## src/rtl/vector_element_sequencer.sv

```systemverilog
// Vector element sequencer: walks a vector instruction two elements per cycle and
// derives per-group register offsets for the selected SEW and destination widening.

package vector_element_sequencer_pkg;
    typedef enum logic [1:0] {
        SEW_8   = 2'b00,
        SEW_16  = 2'b01,
        SEW_32  = 2'b10,
        SEW_ILL = 2'b11
    } sew_t;
endpackage

module vector_element_sequencer
    import vector_element_sequencer_pkg::*;
(
    input  logic       CLK,
    input  logic       nRST,
    input  logic       start,
    input  logic [7:0] vl,
    input  sew_t       sew,
    input  logic       vd_widen,
    input  logic       stall,
    input  logic       flush,
    output logic       ready,
    output logic       busy,
    output logic       elem_valid,
    output logic [7:0] elem_idx,
    output logic [1:0] lane_mask,
    output logic [2:0] vs_reg_off,
    output logic [2:0] vd_reg_off,
    output logic [3:0] elem_off,
    output logic       last,
    output logic       done
);

    localparam int unsigned IDX_W  = 8;
    localparam int unsigned SUM_W  = IDX_W + 1;
    localparam int unsigned VL_MAX = 128;

    typedef enum logic {
        IDLE = 1'b0,
        RUN  = 1'b1
    } state_t;

    state_t           state_q, state_d;
    logic [IDX_W-1:0] cnt_q, cnt_d;
    logic [IDX_W-1:0] vl_q, vl_d;
    sew_t             sew_q, sew_d;
    logic             widen_q, widen_d;
    logic             done_q, done_d;

    logic [IDX_W-1:0] vl_clamped;
    logic             run;
    logic             last_c;
    logic [2:0]       vd_wide_off;

    assign vl_clamped = (vl > IDX_W'(VL_MAX)) ? IDX_W'(VL_MAX) : vl;
    assign run        = (state_q == RUN);
    // Final group once the pair reaches or passes the latched length.
    assign last_c     = run && ((SUM_W'(cnt_q) + SUM_W'(2)) >= SUM_W'(vl_q));

    always_ff @(posedge CLK or negedge nRST) begin
        if (!nRST) begin
            state_q <= IDLE;
            cnt_q   <= '0;
            vl_q    <= '0;
            sew_q   <= SEW_8;
            widen_q <= 1'b0;
            done_q  <= 1'b0;
        end else begin
            state_q <= state_d;
            cnt_q   <= cnt_d;
            vl_q    <= vl_d;
            sew_q   <= sew_d;
            widen_q <= widen_d;
            done_q  <= done_d;
        end
    end

    // Next state; flush outranks stall and start, and never produces done.
    always_comb begin
        state_d = state_q;
        cnt_d   = cnt_q;
        vl_d    = vl_q;
        sew_d   = sew_q;
        widen_d = widen_q;
        done_d  = 1'b0;
        case (state_q)
            IDLE: begin
                if (start && !flush) begin
                    vl_d    = vl_clamped;
                    sew_d   = sew;
                    widen_d = vd_widen;
                    cnt_d   = '0;
                    if ((vl_clamped == '0) || (sew == SEW_ILL)) begin
                        done_d = 1'b1;
                    end else begin
                        state_d = RUN;
                    end
                end
            end
            RUN: begin
                if (flush) begin
                    state_d = IDLE;
                    cnt_d   = '0;
                end else if (!stall) begin
                    if (last_c) begin
                        state_d = IDLE;
                        cnt_d   = '0;
                        done_d  = 1'b1;
                    end else begin
                        cnt_d = cnt_q + IDX_W'(2);
                    end
                end
            end
            default: begin
                state_d = IDLE;
                cnt_d   = '0;
            end
        endcase
    end

    // Group outputs decode straight from the counter; all zero while idle.
    always_comb begin
        elem_valid  = 1'b0;
        elem_idx    = '0;
        lane_mask   = 2'b00;
        vs_reg_off  = '0;
        vd_wide_off = '0;
        elem_off    = '0;
        if (run) begin
            elem_valid = 1'b1;
            elem_idx   = cnt_q;
            lane_mask  = ((SUM_W'(cnt_q) + SUM_W'(1)) == SUM_W'(vl_q)) ? 2'b01 : 2'b11;
            case (sew_q)
                SEW_8: begin
                    vs_reg_off  = cnt_q[6:4];
                    elem_off    = cnt_q[3:0];
                    vd_wide_off = cnt_q[5:3];
                end
                SEW_16: begin
                    vs_reg_off  = cnt_q[5:3];
                    elem_off    = {1'b0, cnt_q[2:0]};
                    vd_wide_off = cnt_q[4:2];
                end
                SEW_32: begin
                    vs_reg_off  = cnt_q[4:2];
                    elem_off    = {2'b00, cnt_q[1:0]};
                    vd_wide_off = cnt_q[3:1];
                end
                default: begin
                    vs_reg_off  = '0;
                    elem_off    = '0;
                    vd_wide_off = '0;
                end
            endcase
        end
    end

    assign vd_reg_off = widen_q ? vd_wide_off : vs_reg_off;
    assign last       = last_c;
    assign done       = done_q;
    assign ready      = (state_q == IDLE);
    assign busy       = (state_q == RUN);

endmodule

```

## config.mk

```make
export PLATFORM = sky130hd
export DESIGN_NAME = vector_element_sequencer
export DESIGN_NICKNAME = d
export VERILOG_FILES = /design/src/rtl/vector_element_sequencer.sv
export SDC_FILE = /design/constraint.sdc
export NUM_CORES = 1
export LEC_CHECK = 0
export ABC_CLOCK_PERIOD_IN_PS = 3970
export BUFFER_PORTS_ARGS = -buffer_cell sky130_fd_sc_hd__buf_2
export CELL_PAD_IN_SITES_DETAIL_PLACEMENT = 1
export CELL_PAD_IN_SITES_GLOBAL_PLACEMENT = 1
export CORE_ASPECT_RATIO = 0.7
export CORE_MARGIN = 2
export CORE_UTILIZATION = 40
export CTS_BUF_LIST = sky130_fd_sc_hd__clkbuf_4 sky130_fd_sc_hd__clkbuf_8
export DETAILED_ROUTE_END_ITERATION = 10
export GPL_TIMING_DRIVEN = 0
export PLACE_DENSITY = 0.92
export SLEW_MARGIN = 15
export SYNTH_ARGS = -nofsm -noshare
export SYNTH_HDL_FRONTEND = slang
export SYNTH_SLANG_ARGS = --single-unit
export TNS_END_PERCENT = 50
```

## constraint.sdc

```tcl
create_clock -name CLK -period 3.97 [get_ports CLK]
set_input_delay 1.191 -clock CLK [delete_from_list [all_inputs] [get_ports CLK]]
set_output_delay 1.191 -clock CLK [all_outputs]
set_load 0.05 [all_outputs]
```

**After elaboration in Yosys (flattened, before gate mapping)**

Index checks and enable logic that the tools add are counted.

- Bits in registers: 21
- Bits of input ports: 16
- Output and inout bits: 25
- Logic and storage cells: 55

- Add/sub/neg operators: 3
- Magnitude comparators: 2
- Equality and inequality tests: 6
- Muxes and demuxes: 29
- Bitwise operators: 1
- Reductions and logical operators: 8

Operators by type and width:

| kind | count |
|---|---|
| $mux 8 | 6 |
| $pmux 3 s3 | 2 |
| $pmux 8 s2 | 1 |
| $pmux 4 s3 | 1 |
| $mux 1 | 11 |
| $add 8x1->9 const B | 1 |
| $add 8x2->9 const B | 1 |
| $eq 9x8->1 | 1 |
| $ge 9x8->1 | 1 |
| $mux 3 | 3 |
| $add 8x2->8 const B | 1 |
| $gt 8x8->1 const B | 1 |
| $logic_not 8->1 | 1 |
| $eq 2x2->1 const B | 2 |
| $mux 2 | 2 |
| $mux 4 | 1 |
| $pmux 1 s2 | 2 |
| $reduce_and 2->1 | 2 |
| $ne 3x3->1 const B | 1 |
| $eq 2x1->1 const B | 1 |
| $logic_and 1x1->1 | 2 |
| $logic_not 2->1 | 1 |
| $ne 2x1->1 const B | 1 |
| $logic_not 1->1 | 1 |
| other kinds (2) | 2 |

**Longest topological paths before layout**

Gate-level depths: netlist (run 1).

- Depth in word-level cells: 7
- Gate-level depth with buffers: 10
- Depth with buffers taken out: 9

**Worst setup path after synthesis (run 1)**

Ideal clock, no wire load.

- Path kind: register to output
- From: register state_q, in the netlist busy
- To: output elem_off[3]
- Arrival time: 2.277 ns
- Data required time: 2.779 ns
- Slack: 0.502 ns
- Cell stages (with the launch flop): 2
- Path buffers: 0
- Cells stage by stage: dfrtp_1 -> nor4bb_1

- Word-level cells in the longest chain between the ends: 1

Ends and longest elaborated chain:

| what | line | RTL |
|---|---|---|
| start: declaration | 45 | `state_t state_q, state_d;` |
| start signal: assignment | 71 | `state_q <= state_d;` |
| $mux 4 | 131 | `if (run) begin` |
| end: declaration | 31 | `output logic [3:0] elem_off,` |

Every way passes these cells.

**Worst setup path after layout (run 1)**

- From: register cnt_q[4]
- To: output last

- Word-level cells in the longest chain between the ends: 3

Ends and longest elaborated chain:

| what | line | RTL |
|---|---|---|
| start: declaration | 46 | `logic [IDX_W-1:0] cnt_q, cnt_d;` |
| start signal: assignment | 72 | `cnt_q <= cnt_d;` |
| $add 8x2->9 | 60 | `assign last_c = run && ((SUM_W'(cnt_q) + SUM_W'(2)) >= SUM_W'(vl_q));` |
| $ge 9x8->1 | 60 |  |
| $logic_and 1x1->1 | 60 |  |
| end: declaration | 32 | `output logic last,` |

Every way passes these cells.

==> flow_metrics.tcl, run 1 <==
set metrics [dict create \
    finalSetupViolCount 0 \
    grt_max_degree 21 \
    vdd_drop_max_v 0.000322 \
    antenna_left 0 \
    grt_first_pass_wirelength_um 7020 \
    setup_tns_ps 0 \
    fin_util 0.523 \
    syn_area_mm2 0.00155 \
    wl_per_cell_um 16.7 \
    min_period_over_period 0.972 \
    synth_common_cells "nand2_1 (22), dfrtp_1 (20), o21ai_0 (13)" \
    period_minus_slack_ps 3860 \
    cts_num_sinks 20 \
    rsz0062_at_grt "false" \
    async_reset_ff_frac 1.00 \
    die_y_um 56 \
    cap_violations 0 \
    synth_cells 170 \
    run_status "complete, no violations" \
    vias 1387 \
    firstDrtPassIters 4 \
    cts_max_level 1 \
    wirelength_um 4400 \
    via_per_inst 5.27 \
    antenna_cells 0 \
    synth_edf_count 0 \
    die_x_um 78.3 \
    slew_violations 0 \
    avgSynthCellArea_um2 9.09 \
    hold_ws_ps 525 \
    fmax_ghz 0.259 \
    area.growth.synth_to_final_pct 21.9 \
    core_mm2 0.00360 \
    pin_count 41 \
    grt_antenna_before_repair 0 \
    power.leakage_nw 0.953 \
    start_kind "flip-flop" \
    nFillCells 464 \
    power_mw 1.03 \
    post-synth-top-area-fraction 0.324 \
    whs_path_depth 2 \
    finalHoldViolations 0 \
    global_route.overflow_total 0 \
    rr_worst_depth 10 \
    io_buffers 38 \
    cts_buffer_depth 2 \
    numCtsBuffers 3 \
    dpl.hpwl_um 3410 \
    nets 238 \
    drc 0 \
    finalClockSkew_ps 4.93 \
    crit_type "flip-flop to output port" \
    path_max_fanout 10 \
    cts-root-buf "clkbuf_8" \
    hp-class "flip-flop to flip-flop" \
    crit_required_ps 2780 \
    clock_latency_ps 260 \
    cts_tree "yes" \
    synth_top_flop_cell "dfrtp_1" \
    yosysTopAreaCell "dfrtp_1" \
    grt_pass1_vias 1395 \
    arrival_ps 2670 \
    start_util 0.429 \
    yosys_warnings 0 \
    synth_most_common_cell "nand2_1" \
    ys_ff_latch 20 \
    cts_hold_buf 0 \
    synth.area.top_cells "dfrtp_1 (32%), ha_1 (6.5%), nand2_1 (5.3%), o21ai_0 (4.2%), xnor2_1 (3.4%)" \
    initialDrtViolationCount 56 \
    rows 18 \
    clkTransAtPathRegs_ps 80 \
    ys_types 51 \
    drive_gt1_frac 0.329 \
    worst_setup_path_end_kind "output port" \
    ys_seq_area_frac 0.324 \
    p_per_area_mw_per_mm2 548 \
    dieArea_mm2 0.00438 \
    grtUsageTotal 0.205 \
    gp_congestion 0.934 \
]
-- cell usage in the layout (no fill, tap or decap), types with 2 or more instances in the layout --
cell type and instances:
buf_2 39, nand2_1 22, dfrtp_1 20, o21ai_0 12, inv_1 11, and2_1 8, ha_1 8, xnor2_1 6
buf_4 6, nand3b_1 6, xor2_1 5, nand3_1 5, mux2i_1 5, buf_6 3, nor2b_1 3, nand2b_1 3
a22o_2 3, clkbuf_8 3, clkbuf_4 2, o211a_1 2, o21ai_1 2, nor3b_1 2, nor2_1 2, nor4_1 2
nor3_1 2, a22o_1 2, conb_1 2
-- registers in the layout (all words and copies together) (netlist names) --
register,cells
done,1
cnt_q,7
widen_q,1
sew_q,2
vl_q,8
busy,1
-- through the flow --
step           instance area [µm²]  setup slack [ps]  std cells
3_5_place_dp                  1800               344        259
4_1_cts                       1880              17.2        263
2_1_floorplan                 1550               502        171
3_3_place_gp                  1800               416        259
6_report                      1880               112        263
5_1_grt                       1880              22.7        263
-- critical path: stages (launching register included) --
cell	delay, ps
dfrtp_1	340
buf_6	140
and3_2	190
nand3_1	130
xnor2_1	160
ha_1	300
o21a_1	120
o21ai_1	90
a31oi_4	240
nand2b_1	260
and2_1	190
clkbuf_4	240
-- power breakdown --
part | internal [mW] | switching (mW) | leakage, nW | total, mW
combinational | 0.174 | 0.362 | 0.652 | 0.536
sequential | 0.249 | 0.0403 | 0.265 | 0.290
clock | 0.135 | 0.0713 | 0.0357 | 0.206
total | 0.558 | 0.474 | 0.953 | 1.03
-- area by class of cell --
type                    instances  area [µm²]  area share
clock buffers                   3        41.3      0.0219
clock inverters                 1        30.0      0.0159
flip-flops and latches         20         500       0.266
inverters                      12        45.0      0.0239
plain buffers                  15         109      0.0578
repair buffers                 38         193       0.102
well taps                      50        62.6      0.0332
multi-input cells             124         902       0.479
-- logic make-up after synthesis --
kind of cell | Yosys count | share of synthesized area
simple gates | 63 | 0.231
compound gates | 35 | 0.185
buf+inv | 27 | 0.0980
flops | 20 | 0.324
xor+xnor | 11 | 0.0623
fa+ha+maj | 8 | 0.0648
mux | 5 | 0.0324
other cells | 1 | 0.00243
-- final timing paths --
kind | slack, ps | end | startpoint
max reg2reg | 1680 | cnt_q[6] | cnt_q[4]
max | 110 | last | cnt_q[4]
min | 520 | vl_q[0] | vl_q[0]
min reg2reg | 520 | vl_q[0] | vl_q[0]
min in group asynchronous | 870 | vl_q[7] | nRST
max in group asynchronous | 2790 | vl_q[4] | nRST
-- timing repair --
item / 4_1_cts / 5_1_grt
pin swaps: 0 / 0
setup buffers: 0 / 0
endpoints found under the setup margin: 1 / 1
resized for setup: 1 / 3
-- metal layers --
metal,wire length (µm),vias to the layer above,GRT usage,share of wire
met5,0,-,0,0
met4,36,0,0.0276,0.0082
met3,211,4,0.0455,0.048
met2,2130,44,0.358,0.48
met1,2020,674,0.265,0.46
li1,-,665,-,-
Note: power is estimated with default switching activity, not from simulation.
==> run 2: changes to the inputs <==
--- a/config.mk
+++ b/config.mk
@@ -13,9 +13,10 @@
 export CORE_MARGIN = 2
 export CORE_UTILIZATION = 40
 export CTS_BUF_LIST = sky130_fd_sc_hd__clkbuf_4 sky130_fd_sc_hd__clkbuf_8
+export CTS_CLUSTER_DIAMETER = 50
 export DETAILED_ROUTE_END_ITERATION = 10
-export GPL_TIMING_DRIVEN = 0
 export PLACE_DENSITY = 0.92
+export RECOVER_POWER = 25
 export SLEW_MARGIN = 15
 export SYNTH_ARGS = -nofsm -noshare
 export SYNTH_HDL_FRONTEND = slang
==> run 2 against run 1 <==
Combinational power shrank 13%. Wire length shrank 6.1%. Clock power shrank 35%. Worst hold slack improved by 34 ps. Clock skew down 3.4 ps. Final cell count shrank 3.8%. Via count fell by 6.4%. Count of clock-buffer cells in the layout unchanged. Global-route usage shrank 0.77 points. Critical path type unchanged. Largest cell class unchanged. Highest routed layer unchanged.
==> flow_metrics.tcl, run 2 (same netlist as run 1, synthesis figures left out) <==
set metrics [dict create \
    rsz0062_at_grt "false" \
    hp-class "flip-flop to flip-flop" \
    clock_latency_ps 250 \
    grt_first_pass_wirelength_um 6730 \
    antenna_left 0 \
    run_status "complete, no violations" \
    cp_cell_sequence "ha_1 -> nand3_1 -> xnor2_1 -> ha_1 -> o21a_1 -> o21ai_0 -> a31oi_4 -> nand2b_1 -> and2_1 -> buf_2" \
    path_max_fanout 4 \
    dpl.hpwl_um 3290 \
    setup_tns_ps 0 \
    grt_antenna_before_repair 0 \
    firstDrtPassIters 4 \
    antenna_cells 0 \
    crit_required_ps 2780 \
    die_y_um 56 \
    cts-root-buf "clkbuf_8" \
    p_per_area_mw_per_mm2 515 \
    cp_common_cell "ha_1" \
    via_per_inst 5.13 \
    arrival_ps 2630 \
    finalSetupViolCount 0 \
    initialDrtViolationCount 35 \
    grtUsageTotal 0.197 \
    gp_congestion 0.912 \
    wirelength_um 4130 \
    cp_slowest_cell "dfrtp_1" \
    core_mm2 0.00360 \
    dieArea_mm2 0.00438 \
    numCtsBuffers 3 \
    area.growth.synth_to_final_pct 15.5 \
    grt_pass1_vias 1354 \
    top_regs "vl_q (8), cnt_q (7), sew_q (2)" \
    fin_ws_ps 152 \
    largest_register_ffs 8 \
    finalHoldViolations 0 \
    wl_per_cell_um 16.3 \
    die_x_um 78.3 \
    min_period_over_period 0.962 \
    worst_setup_path_end_kind "output port" \
    power.leakage_nw 0.898 \
    period_minus_slack_ps 3820 \
    top_register "vl_q" \
    crit_type "flip-flop to output port" \
    tightest_slew_ps 1140 \
    finalClockSkew_ps 1.52 \
    clkTransAtPathRegs_ps 70 \
    max_stage_delay_ps 360 \
    pin_count 41 \
    fmax_ghz 0.262 \
    mostFrequentLayoutCell "buf_2" \
    cap_violations 0 \
    mostFrequentLayoutCells "buf_2 (37), nand2_1 (22), dfrtp_1 (20)" \
    cts_tree "yes" \
    cts_num_sinks 20 \
    start_util 0.429 \
    rows 18 \
    place_ws_ps 465 \
    vdd_drop_max_v 0.000307 \
    timing.slew.headroom 0.240 \
    start_kind "flip-flop" \
    drive_gt1_frac 0.300 \
    grt_max_degree 21 \
    nets 229 \
    cts_max_level 1 \
    cts_buffer_depth 2 \
    slew_violations 0 \
    vias 1298 \
    io_buffers 38 \
    global_route.overflow_total 0 \
    drc 0 \
]
run 2: cell types whose count changed in the layout (fill, tap and decap cells not counted):
cell       change
buf_6          -3
buf_2          -2
clkbuf_4       -2
buf_1          -1
bufinv_16      -1
clkbuf_2       -1
o21ai_0        +1
o21ai_1        -1
run 2: where the power goes:
group / switching [mW] / internal, mW / leakage (nW)
Sequential: 0.0686 / 0.249 / 0.265
Clock: 0.0657 / 0.0675 / 0.0216
Combinational: 0.314 / 0.155 / 0.612
Total: 0.449 / 0.471 / 0.898
run 2: worst paths after layout:
path,start,to,slack [ps],depth (start not counted)
worst max-delay path,cnt_q[2],last,150,10
worst min-delay path,vl_q[1],vl_q[1],560,2
worst max register to register,cnt_q[3],cnt_q[6],1680,9
worst min register to register,vl_q[1],vl_q[1],560,2
max in group asynchronous,nRST,cnt_q[4],2160,1
min in group asynchronous,nRST,done,1130,1
run 2: per-layer routing:
metal  wire (µm)  global-route usage  part of all wire
met5           0                   0                 0
met4          16              0.0376            0.0039
met3         133              0.0373             0.032
met2        1950               0.321              0.47
met1        2030               0.273              0.49
run 2: final cells by class:
type	count	area (µm²)
Fill cell	447	1820
Multi-Input combinational cell	124	902
Sequential cell	20	500
Timing Repair Buffer	44	234
Tap cell	50	62.6
Inverter	12	45.0
Clock buffer	3	41.3
run 2: repair_timing:
action / 4_1_cts / 5_1_grt
hold buffers: 0 / 0
endpoints found under the setup margin: 0 / 1
setup buffers: 0 / 0
resized for setup: 0 / 1
run 2: critical path: cells and delay by family, from the launching register on:
kind / cells / cell delay (ps)
AOI/OAI and AO/OA: 3 / 600
and+or+nand+nor: 3 / 510
adders and majority gates: 2 / 480
DFF: 1 / 360
xor gates and xnor gates: 1 / 220
buffers and inverters: 1 / 210
run 2: through the flow:
step	std cells	hold WS [ps]	cell area [µm²]	util	power, mW
after detailed placement	250	553	1740	0.483	0.787
after global routing	253	621	1790	0.495	0.977
after floorplan	171	464	1550	-	0.682
after global placement	250	481	1740	0.483	0.768
final	253	559	1790	0.495	0.920
after CTS	253	571	1780	0.494	0.921
==> run 3: changes to the inputs <==
==> constraint.sdc (replaced) <==
create_clock -name CLK -period 3.97 [get_ports CLK]
set_input_delay 1.191 -clock CLK [delete_from_list [all_inputs] [get_ports CLK]]
set_output_delay 1.191 -clock CLK [all_outputs]
set_load 0.1 [all_outputs]
==> run 3 against run 2 <==
Clock skew grew 8.7 ps. Wire length is 8.3% higher. Die area did not move. First-iteration DRC count is 54% higher. Sequential power rose by 2%. Critical path depth unchanged. Clock power is 55% higher. Critical endpoint unchanged. Highest routed layer unchanged.
==> flow_metrics.tcl, run 3 (same netlist as run 1, synthesis figures left out) <==
set metrics [dict create \
    mostFrequentLayoutCell "buf_2" \
    rr_worst_depth 9 \
    vdd_drop_max_v 0.000248 \
    antenna_left 0 \
    pin_count 41 \
    finalClockSkew_ps 10.3 \
    fin_area_mm2 0.00186 \
    crit_type "flip-flop to output port" \
    max_stage_delay_ps 420 \
    dieArea_mm2 0.00438 \
    cts_hold_buf 0 \
    start_util 0.429 \
    cts_tree "yes" \
    die_x_um 78.3 \
    grt_max_degree 21 \
    cts_max_level 1 \
    wl_per_cell_um 17.5 \
    grt_pass1_vias 1462 \
    period_minus_slack_ps 3790 \
    fmax_ghz 0.264 \
    die_y_um 56 \
    cp_common_cell "buf_4" \
    mostFrequentLayoutCells "buf_2 (36), nand2_1 (22), dfrtp_1 (17)" \
    nets 230 \
    grt_antenna_before_repair 0 \
    vias 1362 \
    cts-root-buf "clkbuf_8" \
    firstDrtPassIters 4 \
    whs_path_depth 2 \
    finalSetupViolCount 0 \
    gp_congestion 0.870 \
    top_regs "vl_q (8), cnt_q (7), sew_q (2)" \
    grtUsageTotal 0.223 \
    slew_violations 0 \
    core_mm2 0.00360 \
    clkTransAtPathRegs_ps 80 \
    initialDrtViolationCount 54 \
    p_per_area_mw_per_mm2 616 \
    cp_slowest_cell "dfrtp_2" \
    arrival_ps 2600 \
    hp-class "flip-flop to flip-flop" \
    min_period_over_period 0.954 \
    path_max_fanout 7 \
    worst_setup_path_end_kind "output port" \
    largest_register_ffs 8 \
    nFillCells 457 \
    drc 0 \
    cts_num_sinks 20 \
    numCtsBuffers 3 \
    cts_buffer_depth 2 \
    timing.slew.headroom 0.239 \
    power.leakage_nw 0.925 \
    finalHoldViolations 0 \
    io_buffers 38 \
    global_route.overflow_total 0 \
    tightest_slew_ps 1140 \
    critical_path_cell_count 10 \
    rsz0062_at_grt "false" \
    cp_cell_sequence "buf_4 -> and4_4 -> nand2_1 -> xnor2_1 -> ha_1 -> o21ai_1 -> a31oi_4 -> nand2b_1 -> and2_1 -> buf_4" \
    placed_cell_area_mm2 0.00176 \
    wirelength_um 4470 \
    cap_violations 0 \
    run_status "complete, no violations" \
    start_kind "flip-flop" \
    clock_latency_ps 260 \
    via_per_inst 5.34 \
    crit_family "simple AND/OR/NAND/NOR gates" \
    rows 18 \
    timing.critical_path.buf_inv 2 \
    area.growth.synth_to_final_pct 20.6 \
    hold_ws_ps 546 \
    top_register "vl_q" \
    drive_gt1_frac 0.346 \
    crit_required_ps 2780 \
    dpl.hpwl_um 3560 \
    grt_first_pass_wirelength_um 7610 \
    antenna_cells 0 \
]
==> run 3: tightest hold or removal path, delay by kind of cell (launching register included) <==
kind | cells | cell delay, ps
compound gates | 1 | 60
flops | 1 | 390
simple gates | 1 | 60
==> run 3: cell type report <==
type / instances / area (µm²) / share of cell area
Tap cell: 50 / 62.6 / 0.0336
Sequential cell: 20 / 504 / 0.270
Multi-Input combinational cell: 124 / 937 / 0.503
Timing Repair Buffer: 45 / 244 / 0.131
Inverter: 12 / 45.0 / 0.0242
Clock buffer: 3 / 41.3 / 0.0221
Clock inverter: 1 / 30.0 / 0.0161
==> run 3: repair_timing <==
| action | CTS | global route |
|---|---|---|
| setup buffers | 0 | 2 |
| endpoints found under the setup margin | 1 | 1 |
| gates resized for setup | 2 | 6 |
| hold endpoints to repair | 0 | 0 |
==> run 3: per-stage QoR <==
step           utilization  setup WS [ps]  power [mW]  setup TNS (ps)  cells
5_1_grt              0.517           34.6        1.21               0    255
4_1_cts              0.510          0.962        1.15               0    253
3_3_place_gp         0.488            379       0.910               0    249
6_report             0.517            182        1.15               0    255
3_5_place_dp         0.488            204       0.939               0    249
2_1_floorplan            -           -192       0.818            -627    171
==> run 3: layer usage <==
metal	track usage	vias to the layer above	part of all wire
met5	0	-	0
met4	0.0426	0	0.0076
met3	0.0471	4	0.052
met2	0.372	47	0.48
met1	0.301	656	0.46
li1	-	655	-
==> run 3: path summary, 6_finish.rpt <==
path,endpoint,slack [ps],from
worst min-delay path,vl_q[0],550,vl_q[0]
max in group asynchronous,cnt_q[3],2080,nRST
worst max-delay path,last,180,cnt_q[3]
min in group asynchronous,busy,1130,nRST
worst min register to register,vl_q[0],550,vl_q[0]
worst max register to register,cnt_q[6],1700,cnt_q[3]
==> run 3: power by group <==
| part | total [mW] | switching (mW) | internal, mW |
|---|---|---|---|
| Clock | 0.206 | 0.0711 | 0.135 |
| Sequential | 0.324 | 0.0752 | 0.249 |
| Combinational | 0.619 | 0.456 | 0.163 |
